## src/rtl/seg_pkg.sv

```systemverilog
// Shared types and helpers for the multiplexed 7-segment scan controller.
// Segment patterns are ordered g..a and are active-low.
package seg_pkg;

    typedef enum logic [1:0] {IDLE, SHOW, BLANK} seg_state_e;

    localparam logic [6:0] SEG_OFF = 7'h7F;

    function automatic int max_int(input int a, input int b);
        return (a > b) ? a : b;
    endfunction

    function automatic logic [6:0] hex_to_seg_n(input logic [3:0] nib);
        logic [6:0] seg;
        case (nib)
            4'h0: seg = 7'h40;
            4'h1: seg = 7'h79;
            4'h2: seg = 7'h24;
            4'h3: seg = 7'h30;
            4'h4: seg = 7'h19;
            4'h5: seg = 7'h12;
            4'h6: seg = 7'h02;
            4'h7: seg = 7'h78;
            4'h8: seg = 7'h00;
            4'h9: seg = 7'h10;
            4'hA: seg = 7'h08;
            4'hB: seg = 7'h03;
            4'hC: seg = 7'h46;
            4'hD: seg = 7'h21;
            4'hE: seg = 7'h06;
            default: seg = 7'h0E;
        endcase
        return seg;
    endfunction

endpackage

```

## src/rtl/seg_scan_ctrl_if.sv

```systemverilog
// Display-data load handshake between the result producer and the scan controller.
interface seg_scan_ctrl_if #(
    parameter int NUM_DIGITS = 4
);
    logic                      load;
    logic                      load_ack;
    logic [4*NUM_DIGITS-1:0]   data_in;
    logic [NUM_DIGITS-1:0]     dp_in;

    modport master (output load, data_in, dp_in, input load_ack);
    modport slave  (input load, data_in, dp_in, output load_ack);
endinterface

```

## src/rtl/slot_timer.sv

```systemverilog
// Loadable down-counter used to time both the lit and the blanking slots.
module slot_timer #(
    parameter int W = 8
) (
    input  logic         clk_in,
    input  logic         rst,
    input  logic         start,
    input  logic         clr,
    input  logic [W-1:0] load_val,
    output logic         tc,
    output logic         tc_next
);
    logic [W-1:0] cnt_q;

    always_ff @(posedge clk_in) begin
        if (rst)
            cnt_q <= '0;
        else if (start)
            cnt_q <= load_val;
        else if (clr)
            cnt_q <= '0;
        else if (cnt_q != '0)
            cnt_q <= cnt_q - 1'b1;
    end

    assign tc = (cnt_q == '0);
    // Lets the owner register a strobe that lines up with the terminal cycle.
    assign tc_next = start ? (load_val == '0) : (cnt_q == W'(1));
endmodule

```

## src/rtl/seg_scan_ctrl.sv

```systemverilog
// Time-multiplexes one segment bus over NUM_DIGITS common-anode digits with
// anti-ghost blanking; new display data is only applied at frame boundaries.
module seg_scan_ctrl
    import seg_pkg::*;
#(
    parameter int NUM_DIGITS   = 4,
    parameter int ON_CYCLES    = 50000,
    parameter int BLANK_CYCLES = 500
) (
    input  logic                  clk_in,
    input  logic                  rst,
    input  logic                  en,
    seg_scan_ctrl_if.slave        bus,
    output logic [NUM_DIGITS-1:0] an_n,
    output logic [6:0]            seg_n,
    output logic                  dp_n,
    output logic                  frame_done
);
    localparam int CNT_W = $clog2(max_int(ON_CYCLES, BLANK_CYCLES) + 1);
    localparam int IDX_W = (NUM_DIGITS > 1) ? $clog2(NUM_DIGITS) : 1;
    localparam logic [CNT_W-1:0] ON_LOAD    = CNT_W'(ON_CYCLES - 1);
    localparam logic [CNT_W-1:0] BLANK_LOAD = CNT_W'((BLANK_CYCLES > 0) ? BLANK_CYCLES - 1 : 0);
    localparam logic [IDX_W-1:0] LAST_IDX   = IDX_W'(NUM_DIGITS - 1);

    seg_state_e              state_q, state_d;
    logic [IDX_W-1:0]        idx_q, idx_d, idx_inc;
    logic [4*NUM_DIGITS-1:0] shadow_data_q, shadow_data_d;
    logic [NUM_DIGITS-1:0]   shadow_dp_q, shadow_dp_d;
    logic                    load_ack_q;
    logic                    capture, wrap, last_slot_d;
    logic                    tmr_start, tmr_clr, tmr_tc, tmr_tc_next;
    logic [CNT_W-1:0]        tmr_load;
    logic [NUM_DIGITS-1:0]   an_n_d;
    logic [6:0]              seg_n_d;
    logic                    dp_n_d, frame_done_d;

    slot_timer #(.W(CNT_W)) u_slot_timer (
        .clk_in   (clk_in),
        .rst      (rst),
        .start    (tmr_start),
        .clr      (tmr_clr),
        .load_val (tmr_load),
        .tc       (tmr_tc),
        .tc_next  (tmr_tc_next)
    );

    assign idx_inc = (idx_q == LAST_IDX) ? '0 : idx_q + 1'b1;
    assign wrap    = (idx_q == LAST_IDX) && tmr_tc;

    always_comb begin
        state_d   = state_q;
        idx_d     = idx_q;
        tmr_start = 1'b0;
        tmr_clr   = 1'b0;
        tmr_load  = ON_LOAD;
        capture   = 1'b0;
        unique case (state_q)
            IDLE: begin
                // Held load would otherwise re-capture while the ack is visible.
                capture = bus.load && !load_ack_q;
                if (en) begin
                    state_d   = SHOW;
                    idx_d     = '0;
                    tmr_start = 1'b1;
                end
            end
            SHOW: begin
                if (!en) begin
                    state_d = IDLE;
                    idx_d   = '0;
                    tmr_clr = 1'b1;
                end else if (tmr_tc) begin
                    tmr_start = 1'b1;
                    if (BLANK_CYCLES == 0) begin
                        idx_d   = idx_inc;
                        capture = wrap && bus.load;
                    end else begin
                        state_d  = BLANK;
                        tmr_load = BLANK_LOAD;
                    end
                end
            end
            BLANK: begin
                if (!en) begin
                    state_d = IDLE;
                    idx_d   = '0;
                    tmr_clr = 1'b1;
                end else if (tmr_tc) begin
                    state_d   = SHOW;
                    idx_d     = idx_inc;
                    tmr_start = 1'b1;
                    capture   = wrap && bus.load;
                end
            end
            default: state_d = IDLE;
        endcase
    end

    // Outputs are derived from next-state values so anode and segments move together.
    always_comb begin
        shadow_data_d = capture ? bus.data_in : shadow_data_q;
        shadow_dp_d   = capture ? bus.dp_in   : shadow_dp_q;
        last_slot_d   = (BLANK_CYCLES == 0) ? (state_d == SHOW) : (state_d == BLANK);
        frame_done_d  = last_slot_d && (idx_d == LAST_IDX) && tmr_tc_next;
        an_n_d        = '1;
        seg_n_d       = SEG_OFF;
        dp_n_d        = 1'b1;
        if (state_d == SHOW) begin
            an_n_d[idx_d] = 1'b0;
            seg_n_d       = hex_to_seg_n(shadow_data_d[4*idx_d +: 4]);
            dp_n_d        = ~shadow_dp_d[idx_d];
        end
    end

    always_ff @(posedge clk_in) begin
        if (rst) begin
            state_q       <= IDLE;
            idx_q         <= '0;
            shadow_data_q <= '0;
            shadow_dp_q   <= '0;
            load_ack_q    <= 1'b0;
            an_n          <= '1;
            seg_n         <= SEG_OFF;
            dp_n          <= 1'b1;
            frame_done    <= 1'b0;
        end else begin
            state_q       <= state_d;
            idx_q         <= idx_d;
            shadow_data_q <= shadow_data_d;
            shadow_dp_q   <= shadow_dp_d;
            load_ack_q    <= capture;
            an_n          <= an_n_d;
            seg_n         <= seg_n_d;
            dp_n          <= dp_n_d;
            frame_done    <= frame_done_d;
        end
    end

    assign bus.load_ack = load_ack_q;
endmodule

```

## src/flat_wrapper.sv

```systemverilog
// flat-port wrapper written by rule: the top's interface ports become plain ports
module seg_scan_ctrl_flat import seg_pkg::*;
#(
    parameter int NUM_DIGITS   = 4,
    parameter int ON_CYCLES    = 50000,
    parameter int BLANK_CYCLES = 500
)
  (clk_in, rst, en, an_n, seg_n, dp_n, frame_done, bus_load, bus_data_in, bus_dp_in, bus_load_ack);
  seg_scan_ctrl_if #(.NUM_DIGITS(NUM_DIGITS)) bus_i ();
  input  logic clk_in;
  input  logic rst;
  input  logic en;
  output logic [NUM_DIGITS-1:0] an_n;
  output logic [6:0] seg_n;
  output logic dp_n;
  output logic frame_done;
  input wire logic [$bits(bus_i.load)-1:0] bus_load;
  input wire logic [$bits(bus_i.data_in)-1:0] bus_data_in;
  input wire logic [$bits(bus_i.dp_in)-1:0] bus_dp_in;
  output wire logic [$bits(bus_i.load_ack)-1:0] bus_load_ack;
  assign bus_i.load = bus_load;
  assign bus_i.data_in = bus_data_in;
  assign bus_i.dp_in = bus_dp_in;
  assign bus_load_ack = bus_i.load_ack;
  seg_scan_ctrl #(.NUM_DIGITS(NUM_DIGITS), .ON_CYCLES(ON_CYCLES), .BLANK_CYCLES(BLANK_CYCLES)) u_core (.clk_in(clk_in), .rst(rst), .en(en), .bus(bus_i), .an_n(an_n), .seg_n(seg_n), .dp_n(dp_n), .frame_done(frame_done));
endmodule
```

## config.mk

```make
export PLATFORM = sky130hd
export DESIGN_NAME = seg_scan_ctrl_flat
export DESIGN_NICKNAME = d
export VERILOG_FILES = /design/src/rtl/seg_pkg.sv /design/src/rtl/seg_scan_ctrl_if.sv /design/src/rtl/slot_timer.sv /design/src/rtl/seg_scan_ctrl.sv /design/src/flat_wrapper.sv
export SDC_FILE = /design/constraint.sdc
export NUM_CORES = 1
export LEC_CHECK = 0
export ABC_AREA = 0
export BUFFER_PORTS_ARGS = -buffer_cell sky130_fd_sc_hd__buf_2
export CORE_UTILIZATION = 55
export DETAILED_ROUTE_END_ITERATION = 12
export GPL_TIMING_DRIVEN = 0
export PLACE_DENSITY = 0.76
export SLEW_MARGIN = 20
export SYNTH_ARGS = -nofsm -noshare
export SYNTH_HDL_FRONTEND = slang
export SYNTH_HIERARCHICAL = 1
export SYNTH_SLANG_ARGS = --single-unit
```

## constraint.sdc

```tcl
create_clock -name clk_in -period 9.82 [get_ports clk_in]
set_clock_uncertainty 0.05 [all_clocks]
set_input_delay 1.473 -clock clk_in [delete_from_list [all_inputs] [get_ports clk_in]]
set_output_delay 1.473 -clock clk_in [all_outputs]
set_load 0.03 [all_outputs]
```

# After elaboration in Yosys (flattened, before gate mapping)
# Memories as Yosys holds them, arrays and structs flattened. A register that Yosys moved wholly into a read port is not among the register bits.
# Index checks and enable logic that the tools add are counted.
# totals
register_bits	47
latchBits	0
ram_bits	0
romBits	112
input_bits	24
output_inout_bits	14
elab_cells	73
memories	1
# classes
n_addsub	2
multipliers	0
n_div	0
n_lt_le_gt_ge	2
n_eq_ne	7
shifts	1
muxes	34
bitwise_logic	3
reduce_logical	14
# memory_table
name	depth	word_bits	rd	rd_ports_with_merged_regs	wr	line	source
(no name shown)	16	7	1	1	0	seg_pkg.sv:15	case (nib)
# ops
op	n
$mux 16	7
$logic_not 16->1	2
$mux 2	10
$eq 16x1->1 const B	1
$reduce_bool 16->1	1
$shiftx 16x5->4	1
$sub 16x1->16 const B	1
$pmux 2 s3	2
$mux 1	10
$eq 2x2->1 const B	4
$logic_and 1x1->1	6
$eq 2x1->1 const B	2
$mux 4	1
$not 4->4	1
$pmux 1 s2	2
$reduce_or 2->1	2
$lt 2x3->1 const B	1
$reduce_bool 3->1	1
$add 2x1->2 const B	1
$bmux 1 s2	1
$demux 1 s2	1
$ge 2x1->1 const B	1
$logic_not 2->1	1
$not 1->1	2
$logic_not 1->1	1

# Logic depth before layout (Yosys ltp)
# Gate-level depths: netlist of run 1.
# logic_depth
depth_word	10
depth_mapped	18
ltp_nobuf	16

# Modules after synthesis
# The synthesis of run 1 kept the hierarchy.
# by_module_without_submodules
module	n_inst	cells_each	area_each_um2	seq_area_each_um2
seg_scan_ctrl	1	210	1924.3	760.7
slot_timer	1	126	1007.2	320.3

# Least setup slack after synthesis of run 1
# Ideal clock, no wire load.
# synth_path
path_type	input to register
from	in en
to	reg u_core.seg_n[0]
setup_ps	131
arrival_time_ps	3638
required_time_ps	9639
slack_ps	6001
stages	13
path_buffers	2
cell_sequence	buf_4 and4_4 o21ai_4 buf_6 mux2i_1 and3_1 a31oi_1 nand3_1 inv_2 ha_1 or3_1 o221ai_1 nand2_1
# synth_between
elab_chain_cells	5
elab_cells_between_ends	15
cone_classes	1 x eq/ne; 1 x shift; 11 x mux; 1 x bitwise; 1 x reduce/logical
# synth_lines
element	line	source
from (decl)	flat_wrapper.sv:12	input logic en;
branches (longest 5 deep; another with $mux 16)	-	
to (decl)	seg_scan_ctrl.sv:15	output logic [6:0] seg_n,
# Several ways; the timed one is not identified.
# A chain may end at the register's enable or synchronous reset.

# Worst setup path after layout of run 1
# layout_path
from	reg u_core.u_slot_timer.cnt_q[4]
to	reg u_core.seg_n[0]
# layout_between
elab_chain_cells	8
elab_cells_between_ends	19
cone_classes	1 x eq/ne; 1 x shift; 12 x mux; 1 x bitwise; 4 x reduce/logical
# layout_lines
element	line	source
from (decl)	slot_timer.sv:13	logic [W-1:0] cnt_q;
from (signal assigned)	slot_timer.sv:19	cnt_q <= load_val;
from (signal assigned)	slot_timer.sv:23	cnt_q <= cnt_q - 1'b1;
$logic_not 16->1 (*)	slot_timer.sv:26	assign tc = (cnt_q == '0);
named net u_core.tmr_tc	seg_scan_ctrl.sv:31	logic tmr_start, tmr_clr, tmr_tc, tmr_tc_next;
$logic_and 1x1->1	seg_scan_ctrl.sv:48	assign wrap = (idx_q == LAST_IDX) && tmr_tc;
$logic_and 1x1->1	seg_scan_ctrl.sv:92	capture = wrap && bus.load;
$mux 1	seg_scan_ctrl.sv:88	end else if (tmr_tc) begin
$mux 1	seg_scan_ctrl.sv:84	if (!en) begin
$pmux 1 s2	seg_scan_ctrl.sv:57	unique case (state_q)
$mux 16	seg_scan_ctrl.sv:101	shadow_data_d = capture ? bus.data_in : shadow_data_q;
$shiftx 16x5->4	seg_scan_ctrl.sv:110	seg_n_d = hex_to_seg_n(shadow_data_d[4*idx_d +: 4]);
# Mark *: on every way through the listed nets, which the timed path passes. The rest lies on a longest branch.

==> results.toml, run 1 <==
[outcome]
status = "finished, final reports clean"

[synthesis]
synth_area_leader_cell = "dfxtp_1"
async_reset_ff_share_pct = 0
yosysSeqAreaShare_pct = 36.9
yosys_warnings = 6
yosys_most_used_dff = "dfxtp_1"
syn_area_per_cell_um2 = 8.72
synth_area_leaders = "dfxtp_1 37%, mux2i_1 8.5%, ha_1 5.5%, nand2_1 5.0%, nor2_1 4.7%"
yosys_register_bits = 54
synthDistinctLibCells = 65
syn_inst = 336
yosys.area.top_type_share_pct = 36.9
syn_area_mm2 = 0.00293
synth_edf_count = 0

[timing]
setup_slack_ps = 5280
rsz0062_at_grt = "false"
hold_viol_final = 0
fin_setup_tns_ps = 0
worst_pin_slew_ps = 804
period_share_pct = 46.2
finalSetupViolCount = 0
period_needed_ps = 4540
timing.fmax_ghz = 0.220
drv_slew = 0
hold_slack_ps = 453
slew_headroom_pct = 46.1

[clock_tree]
cts_sinks = 54
cts_buffers = 5
cts_max_level = 2
clkSlewWorstSetupHoldPaths_ps = 100
cts_hold_buf = 0
cts_buffer_depth = 2
ctsResizeCount = 0
cts_tree = "yes"
cts_root_buffer = "clkbuf_8"
clock_latency_ps = 310
post_cts_buffers = 0

[routing]
drt_first_iter_violations = 211
drt_pre_antenna_iters = 4
antenna_left = 0
vias = 2592
post_drt_wl_per_cell_um = 13.6
viasPerCell = 5.57
wl_mm = 6.31
drc = 0

[placed_design]
io_buffer_count = 37
pre_cts_slack_ps = 5360
dp_hpwl_mm = 4.70
gp_congestion = 0.855
place_inst = 457

[die]
core_mm2 = 0.00511
die-area_mm2 = 0.00563
start_util_pct = 57.4
die_w_um = 75.0
ios = 38
rows = 26
die_h_um = 75.0

[worst_setup_path]
path_depth = 15
r2r-start = "u_core/u_slot_timer/cnt_q[4]$_SDFFE_PP0P_"
crit_family = "simple AND/OR/NAND/NOR gates"
critPathMaxStageDelay_ps = 550
crit_start = "u_core/u_slot_timer/cnt_q[4]$_SDFFE_PP0P_"
r2r_cells = 15
cp-start-kind = "flop"
reg2reg_to = "u_core/seg_n[0]$_SDFF_PP1_"
path_cells = "buf_6 > nor4_4 > nand4_1 > nor2_1 > or4b_4 > nand3_2 > clkbuf_1 > and3_1 > a31oi_1 > nand3_1 > inv_2 > ha_1 > or3_1 > o221ai_1 > nand2_1"
crit_path_end_kind = "flop"
ff2ff_setup_slack_ps = 5280
critPathCapture = "u_core/seg_n[0]$_SDFF_PP1_"
critPathKind = "reg2reg"
path_buf_inv = 3
cp.arrival_ps = 4670
cp_slowest_cell = "nor2_1"
crit_fanout = 10
worstPathRequired_ps = 9950

[cells_and_area]
nFillCells = 454
syn_to_final_growth_pct = 14.9
multi_input_area_mm2 = 0.00175
diodes = 0
drive_gt1_share_pct = 18.2
regArea_mm2 = 0.00108
final_nets = 431
mostFrequentLayoutCell = "dfxtp_1"
finalNonFillerCells = 465
postLayoutCoreUtil_pct = 66.0
final_cell_mix = "54 x dfxtp_1, 39 x buf_2, 39 x nand2_1, 37 x nor2_1, 25 x mux2i_1"

[grt]
track_usage_pct = 25.1
grt.overflow.total = 0
grt_start_max_net_pins = 18
grt_pass1_wl_mm = 10.7
grt_pass1_vias = 2360
antenna_found_initial = 0

[worst_hold_path]
min_path_cells = 2
hold_class = "reg2reg"
min_from = "u_core/shadow_data_q[14]$_SDFF_PP0_"

[job]
max_cap_viol_count = 0

[pwr]
p_leak_uw = 0.00147
powerDensity_mw_per_mm2 = 173
peakVddDrop_uv = 94.9
==> metal layers <==
layer	track usage [%]	up-vias	wire (um)
li1	-	1311	-
met1	33.6	1187	2820
met2	40.0	81	2980
met3	4.02	13	371
met4	11.1	0	146
met5	0	-	0
==> logic make-up (layout without fill, tap and decap cells) <==
group | after synthesis | count (layout) | share of synthesized area [%]
AO/OA/AOI/OAI | 65 | 65 | 15.7
XOR/XNOR | 3 | 3 | 0.896
adder cells (fa/ha/maj) | 13 | 13 | 5.55
buffers and inverters | 30 | 75 | 5.33
flip-flops | 54 | 54 | 36.9
multiplexers | 28 | 28 | 9.90
other | 2 | 16 | 0.256
AND/OR/NAND/NOR | 141 | 141 | 25.4
==> power breakdown <==
group / switching (uW) / internal [uW] / total (uW)
logic: 104 / 72.2 / 176
clock network: 73.4 / 76.5 / 150
registers: 17.1 / 242 / 259
total: 194 / 390 / 585
==> area by class of cell <==
| cell class | count | area share, % |
|---|---|---|
| clock buffer | 5 | 2.04 |
| inverter | 12 | 1.34 |
| clock inverter | 3 | 1.30 |
| buffer | 18 | 3.30 |
| multi-input combinational | 266 | 51.8 |
| tap | 70 | 2.60 |
| sequential | 54 | 32.1 |
| timing repair buffer | 37 | 5.50 |
==> cells in the mapped netlist, types with 2 or more instances <==
cell type  count
o31ai_2        2
xnor2_1        2
a221o_1        3
or4b_2         2
inv_1         11
buf_2          2
and3_1         5
a21oi_1       14
o211ai_1       2
nand4_1        2
ha_1          13
dfxtp_1       54
conb_1         2
or4_4          2
a31oi_1        9
a22oi_1        2
buf_6          5
nor2b_1        7
nor3_1         7
a2111oi_0      3
nor2_1        37
nor3b_1        3
mux2i_1       25
or4_1          4
nor4_1         7
o21ai_0        8
nand3_1        9
or3_1          5
o221ai_1       4
clkbuf_1       9
o21ai_1        3
nand2_1       39
o21a_1         2
==> state kept, by name, indices dropped and copies added (netlist names) <==
signal	count
u_core/an_n	4
u_core/bus.load_ack	1
u_core/dp_n	1
u_core/frame_done	1
u_core/idx_q	2
u_core/seg_n	7
u_core/shadow_data_q	16
u_core/shadow_dp_q	4
u_core/state_q	2
u_core/u_slot_timer/cnt_q	16
==> tightest hold or removal path, cell delays in order (launching register included) <==
cell and delay, ps:
dfxtp_1 320, mux2i_1 70, nor2_1 80
==> stage by stage <==
step | instance area, um2 | total power, uW
floorplan | 2980 | 397
global placement | 3260 | 432
detailed placement | 3260 | 438
CTS | 3370 | 589
global route | 3370 | 623
finish | 3370 | 585
==> worst min path at each step <==
stage	slack [ps]	end
2_1_floorplan	410	u_core/shadow_data_q[14]$_SDFF_PP0_
3_3_place_gp	420	u_core/shadow_data_q[15]$_SDFF_PP0_
3_5_place_dp	430	u_core/shadow_data_q[6]$_SDFF_PP0_
4_1_cts	460	u_core/shadow_data_q[6]$_SDFF_PP0_
5_1_grt	490	u_core/shadow_data_q[0]$_SDFF_PP0_
6_report	450	u_core/shadow_data_q[14]$_SDFF_PP0_
No activity file was read; power rests on OpenSTA's default activity.
==> run 2: changes to the inputs <==
clock period = 4.2 ns   (was 9.82 ns; I/O delays follow)
==> results.toml, run 2 (synthesis results as in run 1) <==
[worst_setup_path]
cp.arrival_ps = 3990
r2r-start = "u_core/u_slot_timer/cnt_q[4]$_SDFFE_PP0P_"
critPathKind = "reg2reg"
r2r_cells = 17
reg2reg_to = "u_core/seg_n[0]$_SDFF_PP1_"
crit_fanout = 10
worstPathRequired_ps = 4340
crit_path_end_kind = "flop"
cp-start-kind = "flop"
ff2ff_setup_slack_ps = 340

[die]
rows = 26
die-area_mm2 = 0.00563
core_mm2 = 0.00511
start_util_pct = 57.4
ios = 38
die_w_um = 75.0
die_h_um = 75.0

[worst_hold_path]
min_to = "u_core/shadow_data_q[14]$_SDFF_PP0_"
hold_class = "reg2reg"
min_from = "u_core/shadow_data_q[14]$_SDFF_PP0_"
min_path_cells = 2

[clock_tree]
clkSlewWorstSetupHoldPaths_ps = 100
cts_sinks = 54
cts_root_buffer = "clkbuf_8"
cts_hold_buf = 0
cts_buffer_depth = 2
clock_latency_ps = 310
cts_tree = "yes"
cts_max_level = 2
cts_buffers = 5

[routing]
post_drt_wl_per_cell_um = 13.9
antenna_left = 0
drc = 0
vias = 2613
wl_mm = 6.48
viasPerCell = 5.60
drt_first_iter_violations = 197
drt_pre_antenna_iters = 4

[grt]
track_usage_pct = 25.2
grt_use_met1_pct = 33.8
antenna_found_initial = 0
met3_usage_pct = 4.02
grt_start_max_net_pins = 18
use_met2_pct = 40.1
grt.overflow.total = 0
grt_pass1_wl_mm = 10.7
grt_pass1_vias = 2365
grt_busiest_layer = "met2"

[pwr]
p_sw_uw = 463
internal_power_uw = 923
p_leak_uw = 0.00148
powerDensity_mw_per_mm2 = 407
p_clk_share_pct = 25.3
p_comb_share_pct = 31.0
switching_share_pct = 33.4
power_frac_seq_pct = 43.7
peakVddDrop_uv = 216

[timing]
worst_pin_slew_ps = 827
period_needed_ps = 3860
slew_headroom_pct = 44.5
timing.fmax_ghz = 0.259
finalSetupViolCount = 0
drv_slew = 0
hold_viol_final = 0
period_share_pct = 91.8
rsz0062_at_grt = "false"

[cells_and_area]
regArea_mm2 = 0.00108
drive_gt1_share_pct = 19.9
diodes = 0
postLayoutCoreUtil_pct = 66.6
mostFrequentLayoutCell = "dfxtp_1"
final_cell_area_mm2 = 0.00340
multi_input_area_mm2 = 0.00177
syn_to_final_growth_pct = 16.1
nFillCells = 453
final_nets = 433
top_regs = "u_core/shadow_data_q x16, u_core/u_slot_timer/cnt_q x16, u_core/seg_n x7"
final_cell_mix = "54 x dfxtp_1, 39 x buf_2, 39 x nand2_1, 36 x nor2_1, 25 x mux2i_1"

[placed_design]
gp_congestion = 0.855
dp_hpwl_mm = 4.70
io_buffer_count = 37
placed_area_mm2 = 0.00326

[outcome]
status = "finished, final reports clean"

[job]
max_cap_viol_count = 0
==> run 2: worst max-delay path, cell delays in order, from the launching register on <==
cell and delay (ps):
dfxtp_1 320, buf_6 130, nor4_4 470, nand4_1 150, buf_4 200, nor2_4 140, and4_4 250, o21ai_4 120
buf_6 180, buf_6 150, a2111oi_0 400, a31oi_1 130, nand3_2 230, inv_2 80, ha_1 210, or3_1 360
o221ai_1 80, nand2_1 80
==> run 2: how the worst max path moves through the flow <==
stage                                              startpoint                          to  depth (start not counted)
floorplan           u_core/u_slot_timer/cnt_q[0]$_SDFFE_PP0P_  u_core/seg_n[0]$_SDFF_PP1_                         16
global placement    u_core/u_slot_timer/cnt_q[4]$_SDFFE_PP0P_  u_core/seg_n[0]$_SDFF_PP1_                         15
detailed placement  u_core/u_slot_timer/cnt_q[4]$_SDFFE_PP0P_  u_core/seg_n[0]$_SDFF_PP1_                         15
CTS                 u_core/u_slot_timer/cnt_q[4]$_SDFFE_PP0P_  u_core/seg_n[0]$_SDFF_PP1_                         16
global route        u_core/u_slot_timer/cnt_q[4]$_SDFFE_PP0P_  u_core/seg_n[0]$_SDFF_PP1_                         17
finish              u_core/u_slot_timer/cnt_q[4]$_SDFFE_PP0P_  u_core/seg_n[0]$_SDFF_PP1_                         17
==> run 2: layer usage <==
layer / wire length, um / vias to the layer above
li1: - / 1315
met1: 2860 / 1218
met2: 3140 / 67
met3: 329 / 13
met4: 146 / 0
met5: 0 / -
==> run 2: area by class of cell <==
class | instances | share of cell area (%)
Multi-Input combinational cell | 267 | 51.9
Sequential cell | 54 | 31.8
Clock buffer | 5 | 2.02
Timing Repair Buffer | 39 | 5.88
Clock inverter | 3 | 1.29
Inverter | 12 | 1.32
Buffer | 17 | 3.20
Tap cell | 70 | 2.57
==> run 2: repair_timing <==
| item | in CTS | in global routing |
|---|---|---|
| setup endpoints to repair | 7 | 7 |
| resized for setup | 3 | 2 |
| buffers inserted | 0 | 2 |
| hold endpoints to repair | 0 | 0 |
| cloned | 0 | 1 |
| pin swaps | 1 | 2 |
==> run 2: metrics by stage <==
| step | hold slack [ps] | setup TNS (ps) | cells | power (uW) | setup slack, ps |
|---|---|---|---|---|---|
| 2_1_floorplan | 409 | 0 | 350 | 928 | 473 |
| 3_3_place_gp | 423 | -719 | 457 | 1010 | -197 |
| 3_5_place_dp | 432 | -1170 | 457 | 1020 | -263 |
| 4_1_cts | 458 | 0 | 465 | 1380 | 34.3 |
| 5_1_grt | 484 | 0 | 467 | 1480 | 33.2 |
| 6_report | 451 | 0 | 467 | 1390 | 343 |
==> run 2: power by group through the flow <==
stage                     registers (uW)  clock network (uW)  logic, uW
after floorplan                      633                   0        295
after global placement               614                   0        396
after detailed placement             616                   0        407
after CTS                            604                 363        413
after global routing                 615                 386        475
final                                605                 351        430
==> run 3: changes to the inputs <==
CELL_PAD_IN_SITES_DETAIL_PLACEMENT = 1   (was unset)
CELL_PAD_IN_SITES_GLOBAL_PLACEMENT = 2   (was unset)
CORE_ASPECT_RATIO = 1.1   (was unset)
CORE_UTILIZATION = 35   (was 55)
PLACE_DENSITY = unset   (was 0.76)
PLACE_DENSITY_LB_ADDON = 0.1   (was unset)
==> results.toml, run 3 (synthesis results as in run 1) <==
[placed_design]
io_buffer_count = 37
pre_cts_slack_ps = -417
gp_congestion = 0.837
dp_hpwl_mm = 5.86

[die]
die-area_mm2 = 0.00875
die_w_um = 89.3
rows = 34
die_h_um = 98.0
core_mm2 = 0.00800
start_util_pct = 36.7
ios = 38

[worst_setup_path]
cp.arrival_ps = 3960
crit_start = "u_core/u_slot_timer/cnt_q[4]$_SDFFE_PP0P_"
critPathKind = "reg2reg"
r2r-start = "u_core/u_slot_timer/cnt_q[4]$_SDFFE_PP0P_"
reg2reg_to = "u_core/seg_n[0]$_SDFF_PP1_"
cp_slowest_cell = "nor4_4"
critPathMaxStageDelay_ps = 460
crit_fanout = 10
worstPathRequired_ps = 4330
critPathMostFrequentCell = "buf_6"
path_cells = "buf_6 > nor4_4 > nand4_1 > buf_4 > nor2_4 > and4_4 > o21ai_4 > buf_6 > buf_6 > a2111oi_0 > a31oi_1 > nand3_2 > inv_2 > ha_1 > or3_1 > o221ai_1 > nand2_1"
cp-start-kind = "flop"
r2r_cells = 17
ff2ff_setup_slack_ps = 370
crit_path_end_kind = "flop"

[pwr]
powerDensity_mw_per_mm2 = 406
p_leak_uw = 0.00149
peakVddDrop_uv = 172
power.total_uw = 1410

[cells_and_area]
top_regs = "u_core/shadow_data_q x16, u_core/u_slot_timer/cnt_q x16, u_core/seg_n x7"
diodes = 0
syn_to_final_growth_pct = 18.2
mostFrequentLayoutCell = "dfxtp_1"
final_nets = 434
drive_gt1_share_pct = 20.1
final_cell_mix = "54 x dfxtp_1, 39 x buf_2, 39 x nand2_1, 36 x nor2_1, 25 x mux2i_1"

[timing]
fin_setup_tns_ps = 0
rsz0062_at_grt = "false"
finalSetupViolCount = 0
worst_pin_slew_ps = 716
hold_viol_final = 0
setup_slack_ps = 370
slew_headroom_pct = 51.8
period_needed_ps = 3830
period_share_pct = 91.2
drv_slew = 0
timing.fmax_ghz = 0.261

[grt]
grt_pass1_vias = 2748
use_met2_pct = 36.1
grt_pass1_wl_mm = 13.0
grt_start_max_net_pins = 18
grt.overflow.total = 0
met3_usage_pct = 3.21
grt_busiest_layer = "met2"
antenna_found_initial = 0
grt_use_met1_pct = 22.2
track_usage_pct = 19.2

[routing]
post_drt_wl_per_cell_um = 15.4
drt_first_iter_violations = 47
antenna_left = 0
drc = 0
drt_pre_antenna_iters = 4
wl_mm = 7.78
viasPerCell = 5.15
vias = 2607

[clock_tree]
cts_buffers = 5
clock_latency_ps = 310
cts_max_level = 2
cts_tree = "yes"
cts_root_buffer = "clkbuf_8"
cts_buffer_depth = 2
clkSlewWorstSetupHoldPaths_ps = 110
cts_sinks = 54

[outcome]
status = "finished, final reports clean"

[worst_hold_path]
hold_class = "reg2reg"
min_path_cells = 2
min_to = "u_core/shadow_dp_q[0]$_SDFF_PP0_"
min_from = "u_core/shadow_dp_q[0]$_SDFF_PP0_"

[job]
max_cap_viol_count = 0
-- run 3: cell count changes in the layout (fill, tap and decap cells not counted), sizes merged --
cell,before,now
buf,48,49
clkbuf,13,14
nor2,38,37
-- run 3: cell type report --
class | instances | area [um2]
Clock inverter | 3 | 43.8
Tap cell | 108 | 135
Inverter | 12 | 45.0
Timing Repair Buffer | 41 | 213
Clock buffer | 5 | 68.8
Multi-Input combinational cell | 266 | 1770
Buffer | 17 | 109
Sequential cell | 54 | 1080
Fill cell | 1017 | 4530
-- run 3: worst max-delay path by stage --
stage / to / slack, ps
6_report: u_core/seg_n[0]$_SDFF_PP1_ / 370
5_1_grt: u_core/seg_n[0]$_SDFF_PP1_ / 40
3_5_place_dp: u_core/seg_n[0]$_SDFF_PP1_ / -420
3_3_place_gp: u_core/seg_n[0]$_SDFF_PP1_ / -390
2_1_floorplan: u_core/seg_n[0]$_SDFF_PP1_ / 470
4_1_cts: u_core/seg_n[0]$_SDFF_PP1_ / 10
-- run 3: worst max-delay path, delay by kind of cell (launching register included) --
| family | cells | cell delay (ps) |
|---|---|---|
| flip-flops | 1 | 330 |
| adder cells (fa/ha/maj) | 1 | 210 |
| buffers and inverters | 5 | 730 |
| AO/OA/AOI/OAI | 4 | 700 |
| AND/OR/NAND/NOR | 7 | 1660 |
-- run 3: what timing repair did --
item / 4_1_cts / 5_1_grt
buffers inserted: 2 / 2
pin swaps: 1 / 1
hold buffers: 0 / 0
gates resized for setup: 3 / 3
endpoints found under the setup margin: 7 / 7
-- run 3: per-layer routing --
layer | vias to the layer above | part of all wire, %
li1 | 1319 | -
met1 | 1255 | 44
met2 | 31 | 53
met3 | 2 | 2.6
met4 | 0 | 0.46
met5 | - | 0
-- run 3: stage by stage --
stage	utilization, %	hold slack, ps	cells	cell area [um2]
2_1_floorplan	-	409	350	2980
3_3_place_gp	41.3	423	495	3300
3_5_place_dp	41.3	438	495	3300
4_1_cts	43.0	465	505	3440
5_1_grt	43.3	498	506	3470
6_report	43.3	462	506	3470
-- run 3: where the power goes --
part           internal, uW  switching, uW
Sequential              565           42.4
Clock                   179            180
Combinational           181            258
